### config.mk
export PLATFORM = sky130hd
export DESIGN_NAME = bldc_hall_emulator
export DESIGN_NICKNAME = d
export VERILOG_FILES = /design/src/rtl/bldc_hall_emulator.sv
export SDC_FILE = /design/constraint.sdc
export NUM_CORES = 1
export LEC_CHECK = 0
export BUFFER_PORTS_ARGS = -buffer_cell sky130_fd_sc_hd__buf_2
export CAP_MARGIN = 10
export CORE_ASPECT_RATIO = 0.9
export CORE_UTILIZATION = 55
export CTS_BUF_LIST = sky130_fd_sc_hd__clkbuf_8
export CTS_CLUSTER_SIZE = 20
export DETAILED_ROUTE_END_ITERATION = 12
export PLACE_DENSITY = 0.78
export SLEW_MARGIN = 25
export SYNTH_ARGS = -nofsm -noshare
export SYNTH_HDL_FRONTEND = slang
export SYNTH_SLANG_ARGS = --single-unit
### constraint.sdc
create_clock -name i_clk -period 5.5 [get_ports i_clk]
set_clock_uncertainty 0.2 [all_clocks]
set_input_delay 0 -clock i_clk [delete_from_list [all_inputs] [get_ports i_clk]]
set_output_delay 0 -clock i_clk [all_outputs]
set_load 0.01 [all_outputs]
### src/rtl/bldc_hall_emulator.sv
// Virtual BLDC motor: emits a 6-step hall pattern at a programmable period and direction,
// with a signed net step count. Optional macro HALL_FAULT_INJECT_EN adds i_hall_fault (forces hall=111).
module bldc_hall_emulator #(
  parameter int PERIOD_WIDTH  = 16,
  parameter int COUNTER_WIDTH = 16
) (
  input  logic                     i_clk,
  input  logic                     i_reset,
`ifdef HALL_FAULT_INJECT_EN
  input  logic                     i_hall_fault,
`endif
  input  logic                     i_enable,
  input  logic                     i_dir,
  input  logic [PERIOD_WIDTH-1:0]  i_period,
  input  logic                     i_period_load,
  output logic [2:0]               o_hall,
  output logic                     o_step_strobe,
  output logic [COUNTER_WIDTH-1:0] o_step_count
);

  // state  | meaning
  // S_IDX0 | hall 101
  // S_IDX1 | hall 100
  // S_IDX2 | hall 110
  // S_IDX3 | hall 010
  // S_IDX4 | hall 011
  // S_IDX5 | hall 001
  typedef enum logic [2:0] {
    S_IDX0 = 3'd0,
    S_IDX1 = 3'd1,
    S_IDX2 = 3'd2,
    S_IDX3 = 3'd3,
    S_IDX4 = 3'd4,
    S_IDX5 = 3'd5
  } state_t;

  localparam logic [PERIOD_WIDTH-1:0]  PER_ONE = PERIOD_WIDTH'(1);
  localparam logic [COUNTER_WIDTH-1:0] CNT_ONE = COUNTER_WIDTH'(1);

  state_t                     r_state;
  state_t                     w_state_next;
  logic [PERIOD_WIDTH-1:0]    r_period_active;
  logic [PERIOD_WIDTH-1:0]    r_timer;
  logic [COUNTER_WIDTH-1:0]   r_step_count;
  logic                       r_strobe;
  logic [2:0]                 r_hall;
  logic                       w_run;
  logic                       w_step;
  logic                       w_fault;
  logic [2:0]                 w_hall_next;

`ifdef HALL_FAULT_INJECT_EN
  assign w_fault = i_hall_fault;
`else
  assign w_fault = 1'b0;
`endif

  assign w_run  = i_enable && (r_period_active != '0);
  // A coincident period load suppresses the step.
  assign w_step = w_run && !i_period_load && (r_timer == (r_period_active - PER_ONE));

  always_comb begin
    w_state_next = r_state;
    if (w_step) begin
      if (i_dir) begin
        case (r_state)
          S_IDX0:  w_state_next = S_IDX1;
          S_IDX1:  w_state_next = S_IDX2;
          S_IDX2:  w_state_next = S_IDX3;
          S_IDX3:  w_state_next = S_IDX4;
          S_IDX4:  w_state_next = S_IDX5;
          default: w_state_next = S_IDX0;
        endcase
      end else begin
        case (r_state)
          S_IDX0:  w_state_next = S_IDX5;
          S_IDX1:  w_state_next = S_IDX0;
          S_IDX2:  w_state_next = S_IDX1;
          S_IDX3:  w_state_next = S_IDX2;
          S_IDX4:  w_state_next = S_IDX3;
          default: w_state_next = S_IDX4;
        endcase
      end
    end
  end

  always_comb begin
    w_hall_next = 3'b101;
    case (w_state_next)
      S_IDX0:  w_hall_next = 3'b101;
      S_IDX1:  w_hall_next = 3'b100;
      S_IDX2:  w_hall_next = 3'b110;
      S_IDX3:  w_hall_next = 3'b010;
      S_IDX4:  w_hall_next = 3'b011;
      default: w_hall_next = 3'b001;
    endcase
    if (w_fault) w_hall_next = 3'b111;
  end

  always_ff @(posedge i_clk) begin
    if (i_reset) begin
      r_state         <= S_IDX0;
      r_period_active <= '0;
      r_timer         <= '0;
      r_step_count    <= '0;
      r_strobe        <= 1'b0;
      r_hall          <= 3'b101;
    end else begin
      r_state  <= w_state_next;
      r_hall   <= w_hall_next;
      r_strobe <= w_step;
      if (i_period_load) begin
        r_period_active <= i_period;
        r_timer         <= '0;
      end else if (w_step) begin
        r_timer <= '0;
      end else if (w_run) begin
        r_timer <= r_timer + PER_ONE;
      end
      if (w_step) begin
        r_step_count <= i_dir ? (r_step_count + CNT_ONE) : (r_step_count - CNT_ONE);
      end
    end
  end

  assign o_hall        = r_hall;
  assign o_step_strobe = r_strobe;
  assign o_step_count  = r_step_count;

endmodule
==> results_tabular.tex <==
\begin{tabular}{lr}
\hline
Metric & Value \\
\hline
\multicolumn{2}{l}{\textbf{Status}} \\
Outcome & finished, final reports clean \\
\multicolumn{2}{l}{\textbf{Setup path}} \\
FF-to-FF End & o\_step\_count[15] \\
Data arrival time of the critical path & 4.09 ns \\
Crit Reg-Reg Startpoint & r\_period\_active[5] \\
Setup slack, reg-to-reg & 1.42 ns \\
Nature of the critical path startpoint & register \\
Launch point of the worst path & r\_period\_active[5] \\
Count of cells along the worst register-to-register path & 9 \\
Element type at the critical path end & register \\
Worst EP required & 5.51 ns \\
Critical path peak fanout & 17 \\
Worst Setup Path Type & reg2reg \\
End point of the critical path & o\_step\_count[15] \\
\multicolumn{2}{l}{\textbf{Cells and area}} \\
Fraction of layout cells with a size suffix above 1 & 12.8\% \\
Fraction of the core area covered by cells at the end of the flow & 65.6\% \\
Count of nets after finishing & 506 \\
Filler cell count in the final layout & 530 \\
Most frequent cells in the layout & sky130\_fd\_sc\_hd\_\_nor2\_1, sky130\_fd\_sc\_hd\_\_dfxtp\_1, sky130\_fd\_sc\_hd\_\_buf\_2 \\
Number of antenna diodes & 0 \\
Area delta synth->final & 13.6\% \\
Leading cell type in the layout, fill and taps excluded & sky130\_fd\_sc\_hd\_\_nor2\_1 \\
\multicolumn{2}{l}{\textbf{Die}} \\
Starting Density & 57.7\% \\
Area enclosed by the die boundary & 0.00681 mm\^{}2 \\
Die boundary width & 86.9 um \\
FP Rows & 27 \\
Floorplan core area & 0.00618 mm\^{}2 \\
Die height & 78.4 um \\
Number of top-level pins & 41 \\
\multicolumn{2}{l}{\textbf{Timing}} \\
Count of final hold-check violations & 0 \\
Minimum clock period & 4.08 ns \\
Remaining max-slew budget at the tightest pin & 39.9\% \\
Hold Worst Slack & 0.0317 ns \\
Actual transition at the worst max-transition pin & 0.901 ns \\
Total negative slack for setup checks & 0 ns \\
Count of pins over their slew limit & 0 \\
Setup repair after global routing missed its margin & false \\
Maximum clock frequency & 245 MHz \\
\# setup viols final & 0 \\
Post-route setup slack & 1.42 ns \\
Share of the clock period used by the worst path & 74.3\% \\
\multicolumn{2}{l}{\textbf{Clocking}} \\
CTS Sinks & 55 \\
Inserted Clock Buffers & 5 \\
Maximum root-to-sink buffer count & 2 \\
CTS tree & built \\
Worst-skew pair later-pin latency & 0.31 ns \\
Reg clk slew, reported paths & 0.11 ns \\
Clock Tree Root & sky130\_fd\_sc\_hd\_\_clkbuf\_8 \\
Maximum level of the CTS H-tree & 2 \\
\multicolumn{2}{l}{\textbf{Yosys}} \\
Fraction of registers with async set/reset & 0\% \\
Adder-cell area share of the yosys netlist & 6.17\% \\
Number of instances in the synthesized netlist & 427 \\
Net count after synthesis & 465 \\
Xor/xnor share of the synthesized area & 10.6\% \\
Warnings, synthesis & 0 \\
Top\_reg\_cell synth & sky130\_fd\_sc\_hd\_\_dfxtp\_1 \\
Mux share of post-synthesis cell area & 9.01\% \\
Main combinational cell family by area after synthesis & simple AND/OR/NAND/NOR gates \\
Count of state elements after synthesis & 55 \\
Cell variety after synth & 59 \\
Number of enable-type register cells in the synthesized netlist & 0 \\
Proportion of synthesized chip area in sequential cells & 30.9\% \\
Post-Syn Area & 0.00357 mm\^{}2 \\
Post-synthesis compound-gate area fraction & 17.3\% \\
Basic-gate share of the synthesized area counting and, or, nand and nor cells & 21.3\% \\
Average cell area after synthesis & 8.35 um\^{}2 \\
\multicolumn{2}{l}{\textbf{Place}} \\
Final HPWL from detailed placement & 5.60 mm \\
Number of input and output port buffers inserted & 40 \\
Final RePlAce weighted congestion & 0.909 \\
Pre-CTS setup slack & 1.18 ns \\
\multicolumn{2}{l}{\textbf{Global route}} \\
Via count of the first global-routing pass & 3,055 \\
Sum of overflow across all layers after global routing & 0 \\
Total GRT Usage & 25.6\% \\
Global-route wire length before repair & 13.9 mm \\
Antenna violations before repair & 0 \\
Largest net degree at the start of global routing & 51 \\
\multicolumn{2}{l}{\textbf{Route}} \\
Wire per inst & 14.5 um \\
Router iterations before antenna repair & 4 \\
Remaining antenna violation count after routing & 0 \\
Drt initial violations & 185 \\
Routed wire length & 8.08 mm \\
Detailed-route via count & 3,186 \\
Number of remaining DRC errors & 0 \\
Post-DR vias/cell & 5.73 \\
\multicolumn{2}{l}{\textbf{Power}} \\
P\_leak & 1.59 nW \\
Power per cell area & 205 mW/mm\^{}2 \\
Highest ir drop seen on vdd & 148 uV \\
\multicolumn{2}{l}{\textbf{Flow run}} \\
Number of max-cap violations & 0 \\
\multicolumn{2}{l}{\textbf{Worst hold path}} \\
Type of the most critical hold path & in2reg \\
\hline
\end{tabular}
state kept, by name, summed over array words and instances, names as in the netlist:
name / cells
o_step_strobe: 1
r_state: 3
o_step_count: 16
r_period_active: 16
r_timer: 16
o_hall: 3
worst min-delay path by stage:
stage / startpoint / to / slack, ns / cells past startpoint
after global placement: i_period[7] / r_period_active[7] / 0.03 / 3
after global routing: i_enable / r_timer[1] / 0.05 / 4
after floorplan: i_period[5] / r_period_active[5] / -0.05 / 2
after CTS: i_enable / r_timer[0] / 0.03 / 4
final: i_enable / r_timer[0] / 0.03 / 4
after detailed placement: i_period[15] / r_period_active[15] / 0.04 / 3
cell type report:
| class | count | area (um^2) | area share [%] |
|---|---|---|---|
| flip-flops and latches | 55 | 1100 | 27.2 |
| clock buffers | 5 | 68.8 | 1.70 |
| well taps | 87 | 109 | 2.69 |
| clock inverters | 3 | 46.3 | 1.14 |
| multi-input cells | 335 | 2300 | 56.8 |
| inverters | 13 | 48.8 | 1.20 |
| repair buffers | 58 | 378 | 9.32 |
report_power, final:
group / switching, W / internal, W
clock: 0.000139 / 0.000137
sequential: 0.0000131 / 0.000406
combinational: 0.0000754 / 0.0000589
total: 0.000227 / 0.000602
synth_stat cells, types with 6 or more instances:
cell type,number,area [um^2]
sky130_fd_sc_hd__a211oi_1,8,60.1
sky130_fd_sc_hd__a21oi_1,17,85.1
sky130_fd_sc_hd__and3_1,6,37.5
sky130_fd_sc_hd__clkbuf_1,16,60.1
sky130_fd_sc_hd__dfxtp_1,55,1100
sky130_fd_sc_hd__ha_1,16,200
sky130_fd_sc_hd__inv_1,13,48.8
sky130_fd_sc_hd__mux2i_1,31,310
sky130_fd_sc_hd__nand2_1,19,71.3
sky130_fd_sc_hd__nand2b_1,6,37.5
sky130_fd_sc_hd__nand3_1,9,45.0
sky130_fd_sc_hd__nor2_1,66,248
sky130_fd_sc_hd__nor3_1,12,60.1
sky130_fd_sc_hd__nor4_1,7,43.8
sky130_fd_sc_hd__o21ai_0,13,65.1
sky130_fd_sc_hd__or3_1,8,50.1
sky130_fd_sc_hd__xnor2_1,27,236
sky130_fd_sc_hd__xor2_1,16,140
worst max-delay path, stage by stage (launching register included):
cell and delay (ns):
sky130_fd_sc_hd__dfxtp_1 0.42, sky130_fd_sc_hd__or4_4 0.61, sky130_fd_sc_hd__or3_1 0.49, sky130_fd_sc_hd__or4_4 0.52, sky130_fd_sc_hd__a21oi_2 0.19, sky130_fd_sc_hd__nand2_2 0.08
sky130_fd_sc_hd__nor4_4 0.58, sky130_fd_sc_hd__buf_4 0.40, sky130_fd_sc_hd__o2111ai_1 0.17, sky130_fd_sc_hd__mux2_1 0.32
per-layer routing:
metal / GRT usage, % / share of wire, % / vias to the layer above / wire (um)
met5: 0 / 0 / - / 0
met4: 6.17 / 0.99 / 0 / 80
met3: 3.89 / 4.1 / 9 / 328
met2: 42.3 / 46 / 74 / 3690
met1: 34.8 / 49 / 1492 / 3980
li1: - / - / 1611 / -
logic make-up after synthesis:
family                     Yosys count
muxes                               32
AOI/OAI and AO/OA                   89
DFF                                 55
adders and majority gates           17
buffers and inverters               37
and+or+nand+nor                    154
xor gates and xnor gates            43
metrics by stage:
| stage | total power, W | cells | cell area, um^2 |
|---|---|---|---|
| 6_report | 0.000829 | 556 | 4050 |
| 2_1_floorplan | 0.000522 | 427 | 3570 |
| 4_1_cts | 0.000833 | 556 | 4050 |
| 3_3_place_gp | 0.000547 | 531 | 3760 |
| 5_1_grt | 0.000867 | 556 | 4050 |
| 3_5_place_dp | 0.000549 | 531 | 3760 |
timing repair:
action | CTS | global route
hold buffers | 17 | 0
hold endpoints to repair | 18 | 0
setup buffers | 0 | 0
resized for setup | 0 | 0
Note: power is estimated with default switching activity, not from simulation.
